$ cat src/rtl/prim_xilinx_reg_reader.sv
// Snapshots a Width-bit register on request and streams it LSB-first as
// ChunkW-bit beats over a valid/ready handshake, pulsing done_o after the last beat.
module prim_xilinx_reg_reader #(
  parameter  int Width     = 32,
  parameter  int ChunkW    = 8,
  localparam int NumChunks = (Width + ChunkW - 1) / ChunkW,
  localparam int IdxW      = (NumChunks > 1) ? $clog2(NumChunks) : 1
) (
  input  logic              clk_i,
  input  logic              rst_ni,
  input  logic              req_i,
  input  logic [Width-1:0]  data_i,
  output logic              busy_o,
  output logic              valid_o,
  input  logic              ready_i,
  output logic [ChunkW-1:0] chunk_o,
  output logic [IdxW-1:0]   idx_o,
  output logic              last_o,
  output logic              done_o
);

  // state | meaning
  // IDLE  | waiting for req_i; snapshot is captured on the accepting edge
  // SEND  | presenting snapshot slice idx_q with valid_o held until accepted
  typedef enum logic {IDLE, SEND} state_e;

  localparam int            PadW    = NumChunks * ChunkW;
  localparam logic [IdxW-1:0] LastIdx = IdxW'(NumChunks - 1);

  if (ChunkW < 1 || ChunkW > Width) begin : g_bad_chunkw
    $error("prim_xilinx_reg_reader: ChunkW must be in 1..Width");
  end

  state_e            state_q, state_d;
  logic [PadW-1:0]   snap_q, snap_d;
  logic [IdxW-1:0]   idx_q, idx_d;
  logic              done_q, done_d;
  logic [PadW-1:0]   snap_shifted;
  logic              at_last;

  assign at_last      = (idx_q == LastIdx);
  assign snap_shifted = snap_q >> (idx_q * ChunkW);

  always_ff @(posedge clk_i) begin
    if (!rst_ni) begin
      state_q <= IDLE;
      snap_q  <= '0;
      idx_q   <= '0;
      done_q  <= 1'b0;
    end else begin
      state_q <= state_d;
      snap_q  <= snap_d;
      idx_q   <= idx_d;
      done_q  <= done_d;
    end
  end

  always_comb begin
    state_d = state_q;
    snap_d  = snap_q;
    idx_d   = idx_q;
    done_d  = 1'b0;
    case (state_q)
      IDLE: begin
        if (req_i) begin
          // Zero-extension pads the final slice when Width is not a multiple of ChunkW.
          snap_d  = PadW'(data_i);
          idx_d   = '0;
          state_d = SEND;
        end
      end
      SEND: begin
        if (ready_i) begin
          if (at_last) begin
            idx_d   = '0;
            done_d  = 1'b1;
            state_d = IDLE;
          end else begin
            idx_d = idx_q + 1'b1;
          end
        end
      end
      default: state_d = IDLE;
    endcase
  end

  always_comb begin
    busy_o  = (state_q == SEND);
    valid_o = (state_q == SEND);
    chunk_o = (state_q == SEND) ? snap_shifted[ChunkW-1:0] : '0;
    idx_o   = idx_q;
    last_o  = (state_q == SEND) && at_last;
    done_o  = done_q;
  end

  a_stall_stable : assert property (@(posedge clk_i)
    (rst_ni && valid_o && !ready_i) |=> (valid_o && $stable(chunk_o)));

  a_done_single : assert property (@(posedge clk_i) done_o |=> !done_o);

endmodule
$ cat config.mk
export PLATFORM = sky130hd
export DESIGN_NAME = prim_xilinx_reg_reader
export DESIGN_NICKNAME = d
export VERILOG_FILES = /design/src/rtl/prim_xilinx_reg_reader.sv
export SDC_FILE = /design/constraint.sdc
export NUM_CORES = 1
export LEC_CHECK = 0
export CAP_MARGIN = 0
export CORE_ASPECT_RATIO = 2
export CORE_MARGIN = 3
export CORE_UTILIZATION = 30
export CTS_BUF_LIST = sky130_fd_sc_hd__clkbuf_8
export DETAILED_ROUTE_END_ITERATION = 8
export GPL_ROUTABILITY_DRIVEN = 0
export GPL_TIMING_DRIVEN = 0
export MAX_ROUTING_LAYER = met4
export PLACE_DENSITY = 0.58
export RECOVER_POWER = 50
export SLEW_MARGIN = 20
export SYNTH_ARGS = -nofsm -noshare
export SYNTH_HDL_FRONTEND = slang
export SYNTH_SLANG_ARGS = --single-unit
$ cat constraint.sdc
create_clock -name clk_i -period 1.5 [get_ports clk_i]
set_input_delay 0.3 -clock clk_i [delete_from_list [all_inputs] [get_ports clk_i]]
set_output_delay 0.3 -clock clk_i [all_outputs]
set_load 0.1 [all_outputs]
Word level (Yosys, flattened, before mapping)
Cells that the tools add are included.
{ "totals": {"n_memories": 0, "register_bits": 36, "latch_bits": 0, "mem_bits_rw": 0, "out_inout_bits": 14, "word_cells": 24, "inputBits": 36, "rom_bits": 0} }
{ "classes": {"n_div": 0, "shift": 1, "n_reduce_logical": 4, "mul": 0, "eq_ne": 3, "magnitude_cmp": 0, "n_addsub": 1, "mux": 10, "bitwise_logic": 1} }
{ "ops": {"columns": ["cell", "count"], "rows": [
  [">> shifter 32 x 5 -> 8 bit", 1],
  ["2-to-1 mux 8 bit", 1],
  ["2-to-1 mux 2 bit", 3],
  ["2-to-1 mux 1 bit", 4],
  ["inequality test 2 bit (second input constant)", 2],
  ["one-hot mux 2 bit (2 select lines)", 1],
  ["AND reduction 2 bit", 2],
  ["AND reduction 3 bit", 1],
  ["adder 2 x 1 -> 2 bit (second input constant)", 1],
  ["equality test 2 bit (second input constant)", 1],
  ["one-hot mux 1 bit (2 select lines)", 1],
  ["logical AND 1 bit", 1],
  ["NOT 1 bit", 1]
]} }

Depth between registers and ports, before layout
Gate-level depths: netlist of the first run.
{ "depth": {"depth_word": 4, "mapped_depth": 5, "depth_no_buf": 4} }

Worst setup path before layout of the first run
No wires, ideal clock.
{ "synth_timing": {"path_kind": "register to output", "startpoint": "register idx_q[0] (netlist: idx_o[0])", "endpoint": "output port chunk_o[0]", "n_path_buf": 2, "stages_incl_launch_ff": 5, "slack_ns": -1.859, "required_time_ns": 1.200, "t_arrival_ns": 3.059, "cell_sequence": "dfxtp_1 buf_4 buf_4 mux2i_1 o22ai_1"} }
{ "synth_between": {"elab_chain_cells": 2} }
{ "synth_rtl": {"columns": ["element", "line", "rtl"], "rows": [
  ["from (decl)", "36", "logic [IdxW-1:0] idx_q, idx_d;"],
  ["from (signal assigned)", "53", "idx_q <= idx_d;"],
  [">> shifter 32 x 5 -> 8 bit", "42", "assign snap_shifted = snap_q >> (idx_q * ChunkW);"],
  ["2-to-1 mux 8 bit", "90", "chunk_o = (state_q == SEND) ? snap_shifted[ChunkW-1:0] : '0;"],
  ["to (decl)", "16", "output logic [ChunkW-1:0] chunk_o,"]
]} }
Every way passes these cells.

Worst setup path in the final report of the first run
{ "layout_timing": {"startpoint": "register idx_q[0] (netlist: idx_o[0])", "endpoint": "output port chunk_o[4]"} }
Same word-level chain as after synthesis.

==> results by group, run 1 <==
Power and ir drop
  • LEAKAGE: 0.956 nW
  • Part of the power in the clock network: 0.279
  • Reg power frac: 0.477
  • PD cells: 813 mW/mm²
  • Switching share of power: 0.286
  • Sw Pwr: 633 µW
  • Combinational Power Share: 0.244
  • Worst vdd ir: 0.510 mV
  • Internal power: 1.58 mW

Yosys
  • Post-Syn Area: 0.00163 mm²
  • Post-Syn Nets: 226
  • Mean area per synthesized cell: 8.63 µm²
  • Leading cell types by count after synthesis: nand2_1, dfxtp_1, a21boi_0
  • Cells after synthesis: 189
  • Number of synthesized flops with an enable pin: 0
  • Sequential share of the synthesized area: 0.442
  • Area leader, netlist: dfxtp_1
  • Most common cell in the netlist: nand2_1
  • Asr flop ratio synth: 0
  • Synth top area cells: dfxtp_1, nand2_1, a21boi_0, mux2i_1, buf_4
  • Main synth FF type: dfxtp_1
  • Seq cells post-synth: 36
  • Syn. warnings: 0
  • Post-synth top area share: 0.442
  • Netlist cell types: 22

Die
  • Initial Util: 0.315
  • Core Region: 0.00518 mm²
  • Die height: 110 µm
  • Die Footprint: 0.00641 mm²
  • Die Width: 58.1 µm
  • Cell row count: 37
  • Num ports: 50

GRT
  • Pin count of the biggest net entering global routing: 11
  • Total Routing Usage GR: 0.157
  • Congestion Overflow GR: 0
  • Vias in the first global route: 1,427
  • Global-route wire length before repair: 7.26 mm
  • Initial antenna violation count: 0

Critical path
  • CP cell instances: buf_12 > buf_12 > mux2i_4 > o22ai_4 > buf_12
  • Reg2Reg Depth: 5
  • Worst endpoint data arrival time: 1490 ps
  • Levels on crit path: 5
  • Worst Setup Start Kind: register
  • Crit-path max FO: 5
  • CP Capture Type: output pin
  • Worst Path Buf+Inv: 3
  • CP max-delay cell: dfxtp_4
  • Cell family with most CP delay: buffers and inverters
  • Required @ worst endpoint: 1200 ps
  • Crit Path Class: reg -> out
  • Critical Path Most Common Cell: buf_12
  • CP max stage delay: 350 ps

Clock network
  • CTS root buffer: clkbuf_8
  • Skew-Pair Late Insertion Delay: 280 ps
  • Clock slew at reported path FFs: 70 ps
  • CTS tree: yes
  • CTS Sinks: 36
  • Clk buf depth: 2
  • CTS H-tree lvls: 2
  • CTS buffer count: 5

Route
  • DR pass1 iterations: 4
  • Final wirelength: 4.40 mm
  • Vias per std cell: 4.74
  • Initial drt markers: 24
  • # DRC: 0
  • WL per Instance: 14.3 µm
  • Detail Route Antenna Nets: 0
  • Via Count: 1,454

Timing
  • Final setup viols: 9
  • RSZ-0062 raised after global routing: true
  • Slew headroom: 0.637
  • PnR worst setup slack: -290 ps
  • Final Skew: 4.81 ps
  • Slew @ Worst Pin: 547 ps
  • Fmax: 0.559 GHz
  • Final worst path period share: 1.19
  • Fin. max-slew vios: 0
  • Final hold vios: 0
  • Tmin final: 1790 ps

Outcome
  • Failing checks: negative setup slack
  • Outcome: finished with violations

Cells and area
  • Util after Layout: 0.525
  • Fill count: 484
  • Area growth, synth to finish: 66.8%
  • Layout cells sized above 1: 0.273
  • Cell area after layout: 0.00272 mm²
  • Nets: 287
  • N_diodes: 0

Hold path
  • Worst Hold Class: in -> reg
  • WHS Path Cells: 3

Place
  • DP HPWL: 3.31 mm
  • DP Area: 0.00238 mm²
  • IO buf count: 48

Flow run
  • Max_cap viols: 0
## cell type report
| type | instances | area (µm²) | area share |
|---|---|---|---|
| sequential | 36 | 732 | 0.269 |
| timing repair buffer | 54 | 627 | 0.230 |
| tap | 58 | 72.6 | 0.0267 |
| buffer | 16 | 146 | 0.0538 |
| multi-input combinational | 137 | 1070 | 0.394 |
| clock inverter | 1 | 3.75 | 0.00138 |
| clock buffer | 5 | 68.8 | 0.0253 |
## placed cells by master, fill, tap and decap left out, types with 2 or more instances in the layout
cell type	netlist	final
a21boi_0	27	27
a21boi_1	5	5
buf_12	0	11
buf_2	1	4
buf_4	7	8
buf_6	3	5
clkbuf_1	4	4
clkbuf_8	0	5
clkdlybuf4s50_1	0	34
dfxtp_1	36	33
dfxtp_4	0	3
mux2i_2	0	6
mux2i_4	0	10
nand2_1	67	66
nand3_1	2	2
nand4_1	2	2
o22ai_4	0	8
## worst reg2reg max path, delay by kind of cell (launching register included)
kind / cells / cell delay [ps]
buffers and inverters: 2 / 290
AOI/OAI and AO/OA: 1 / 70
DFF: 1 / 350
and+or+nand+nor: 2 / 350
## power groups by stage
| stage | sequential, mW | combinational (mW) | clock [mW] |
|---|---|---|---|
| floorplan | 1.08 | 0.295 | 0 |
| detailed placement | 1.06 | 0.481 | 0 |
| global route | 1.06 | 0.580 | 0.685 |
| CTS | 1.06 | 0.546 | 0.647 |
| global placement | 1.06 | 0.478 | 0 |
| finish | 1.05 | 0.541 | 0.618 |
## logic make-up after synthesis
logic type,after synthesis,share of synthesized area
muxes,17,0.104
AOI/OAI and AO/OA,42,0.185
adders and majority gates,1,0.00767
buffers and inverters,16,0.0675
and+or+nand+nor,77,0.194
DFF,36,0.442
## what timing repair did
action	CTS	global route
endpoints found under the setup margin	14	10
gates cloned	1	0
setup buffers	4	1
hold buffers	0	0
resized for setup	123	5
pin swaps	7	4
## routing by layer
metal	routed length, µm	up-vias	GRT usage
li1	-	754	-
met3	170	5	0.0291
met1	1590	661	0.162
met5	0	-	-
met4	65	0	0.0597
met2	2580	34	0.288
## per-stage QoR
step	power, mW	setup TNS (ps)	instances	hold WS, ps	setup slack [ps]
2_1_floorplan	1.37	-2510	189	401	-314
3_3_place_gp	1.54	-11500	295	444	-916
3_5_place_dp	1.55	-11750	295	447	-933
4_1_cts	2.25	-2610	306	402	-332
5_1_grt	2.33	-2720	307	436	-346
6_report	2.21	-2270	307	408	-290
## flip-flops by register name, summed over array words and instances (netlist names)
register,count
snap_q,32
idx_o,2
busy_o,1
done_o,1
## path summary, 6_finish.rpt
| kind | from | to | slack [ps] |
|---|---|---|---|
| worst max-delay path | idx_o[0] | chunk_o[4] | -290 |
| worst min-delay path | rst_ni | idx_o[1] | 410 |
| worst max register to register | busy_o | snap_q[26] | 320 |
| worst min register to register | snap_q[10] | snap_q[10] | 470 |
Power figures use the tool's default switching activity.
==> run 2, diff against run 1 <==
--- a/config.mk
+++ b/config.mk
@@ -6,15 +6,15 @@
 export NUM_CORES = 1
 export LEC_CHECK = 0
 export CAP_MARGIN = 0
-export CORE_ASPECT_RATIO = 2
+export CORE_ASPECT_RATIO = 0.8
 export CORE_MARGIN = 3
-export CORE_UTILIZATION = 30
+export CORE_UTILIZATION = 41
 export CTS_BUF_LIST = sky130_fd_sc_hd__clkbuf_8
 export DETAILED_ROUTE_END_ITERATION = 8
 export GPL_ROUTABILITY_DRIVEN = 0
 export GPL_TIMING_DRIVEN = 0
 export MAX_ROUTING_LAYER = met4
-export PLACE_DENSITY = 0.58
+export PLACE_DENSITY = 0.75
 export RECOVER_POWER = 50
 export SLEW_MARGIN = 20
 export SYNTH_ARGS = -nofsm -noshare
==> results by group, run 2 (same netlist as run 1, synthesis figures left out) <==
Outcome
  • Outcome: finished with violations
  • Failing checks: negative setup slack

GRT
  • Congestion Overflow GR: 0
  • Gr busiest metal: met2
  • Pin count of the biggest net entering global routing: 12
  • Vias in the first global route: 1,547
  • Total Routing Usage GR: 0.212
  • M2 GR Usage: 0.333
  • Initial antenna violation count: 0
  • Met3 global-route usage: 0.0504
  • Global-route wire length before repair: 7.77 mm
  • Met1 usage: 0.268

Clock network
  • CTS Sinks: 36
  • CTS H-tree lvls: 2
  • CTS buffer count: 5
  • CTS tree: yes
  • Clk buf depth: 2
  • Skew-Pair Late Insertion Delay: 290 ps
  • CTS root buffer: clkbuf_8
  • Clock slew at reported path FFs: 70 ps

Die
  • Core Region: 0.00361 mm²
  • Die height: 62.4 µm
  • Num ports: 50
  • Initial Util: 0.452
  • Cell row count: 19
  • Die Width: 76.5 µm
  • Die Footprint: 0.00478 mm²

Power and ir drop
  • PD cells: 886 mW/mm²
  • LEAKAGE: 0.989 nW
  • Worst vdd ir: 0.573 mV

Cells and area
  • Commonest non-fill, non-tap cells in the layout: nand2_1, clkdlybuf4s50_1, dfxtp_1, a21boi_0, buf_12
  • Nets: 290
  • Most common cell after layout, fill and taps aside: nand2_1
  • N_diodes: 0
  • Fill count: 260
  • Largest Register: snap_q
  • Util after Layout: 0.764
  • Area growth, synth to finish: 69.2%
  • Layout cells sized above 1: 0.280
  • Max FFs per register: 32

Hold path
  • WHS Path Cells: 3
  • Hold EP: busy_o
  • Worst hold start: rst_ni
  • Worst Hold Class: in -> reg

Route
  • Final wirelength: 4.62 mm
  • WL per Instance: 15.1 µm
  • DR pass1 iterations: 4
  • Initial drt markers: 56
  • # DRC: 0
  • Via Count: 1,529
  • Detail Route Antenna Nets: 0
  • Vias per std cell: 5.00

Critical path
  • Worst r2r src: busy_o
  • Crit-path max FO: 8
  • Reg2Reg Depth: 5
  • CP Capture Type: output pin
  • Flop2flop setup slack: 300 ps
  • Worst endpoint data arrival time: 1490 ps
  • Worst Setup Start Kind: register
  • Worst R2R End: snap_q[30]
  • Required @ worst endpoint: 1200 ps
  • Crit Path Class: reg -> out

Timing
  • Hold slack: 394 ps
  • Slew headroom: 0.640
  • Slew @ Worst Pin: 542 ps
  • RSZ-0062 raised after global routing: true
  • Final worst path period share: 1.19
  • Final setup viols: 9
  • Final Skew: 4.04 ps
  • Final hold vios: 0
  • PnR worst setup slack: -286 ps
  • Tmin final: 1790 ps
  • Fin. max-slew vios: 0
  • Fmax: 0.560 GHz

Place
  • DP HPWL: 2.94 mm
  • IO buf count: 48

Flow run
  • Max_cap viols: 0
-- run 2: layout make-up --
cell class,count,area (µm²),share of cell area
plain buffers,16,146,0.0530
flip-flops and latches,36,732,0.265
multi-input cells,137,1060,0.382
well taps,52,65.1,0.0236
repair buffers,57,654,0.237
clock inverters,3,38.8,0.0140
clock buffers,5,68.8,0.0249
-- run 2: report_power, final --
part	internal, mW	leakage [nW]	switching (mW)
Sequential	1.01	0.297	0.0464
Clock	0.487	0.0593	0.359
Combinational	0.271	0.632	0.279
-- run 2: worst max-delay path by stage --
| stage | endpoint | startpoint | cells past startpoint |
|---|---|---|---|
| 5_1_grt | chunk_o[6] | idx_o[0] | 5 |
| 3_5_place_dp | chunk_o[1] | idx_o[0] | 5 |
| 3_3_place_gp | chunk_o[1] | idx_o[0] | 5 |
| 4_1_cts | chunk_o[4] | idx_o[0] | 5 |
| 6_report | chunk_o[0] | idx_o[0] | 5 |
| 2_1_floorplan | chunk_o[0] | idx_o[0] | 4 |
-- run 2: metrics by stage --
step                cell area (µm²)  std cells  TNS, ps  power [mW]  worst slack, ps
floorplan                      1820        189    -2510        1.37             -314
global placement               2370        289   -10630        1.54             -896
detailed placement             2370        289   -11420        1.54             -891
CTS                            2720        303    -2420        2.44             -304
global route                   2760        306    -2700        2.55             -333
finish                         2760        306    -2220        2.45             -286
-- run 2: what timing repair did --
| item | 4_1_cts | 5_1_grt |
|---|---|---|
| cloned | 1 | 0 |
| pin swaps | 6 | 5 |
| setup buffers | 5 | 3 |
| resized for setup | 119 | 4 |
| setup endpoints to repair | 14 | 9 |
| hold buffers | 0 | 0 |
-- run 2: per-layer routing --
metal	part of all wire	vias to the layer above
met1	0.47	712
li1	-	765
met3	0.051	7
met2	0.47	45
met5	0	-
met4	0.012	0
-- run 2: worst max-delay path: stages, from the launching register on --
cell and delay [ps]:
dfxtp_4 350, buf_12 140, buf_4 140, mux2i_2 160
o22ai_4 200, buf_12 200
==> run 3, diff against run 2 <==
--- a/config.mk
+++ b/config.mk
@@ -10,6 +10,8 @@
 export CORE_MARGIN = 3
 export CORE_UTILIZATION = 41
 export CTS_BUF_LIST = sky130_fd_sc_hd__clkbuf_8
+export CTS_CLUSTER_DIAMETER = 100
+export CTS_CLUSTER_SIZE = 8
 export DETAILED_ROUTE_END_ITERATION = 8
 export GPL_ROUTABILITY_DRIVEN = 0
 export GPL_TIMING_DRIVEN = 0
==> results of run 3 <==
No change in the layout: final DEF, timing and power equal those of run 2.
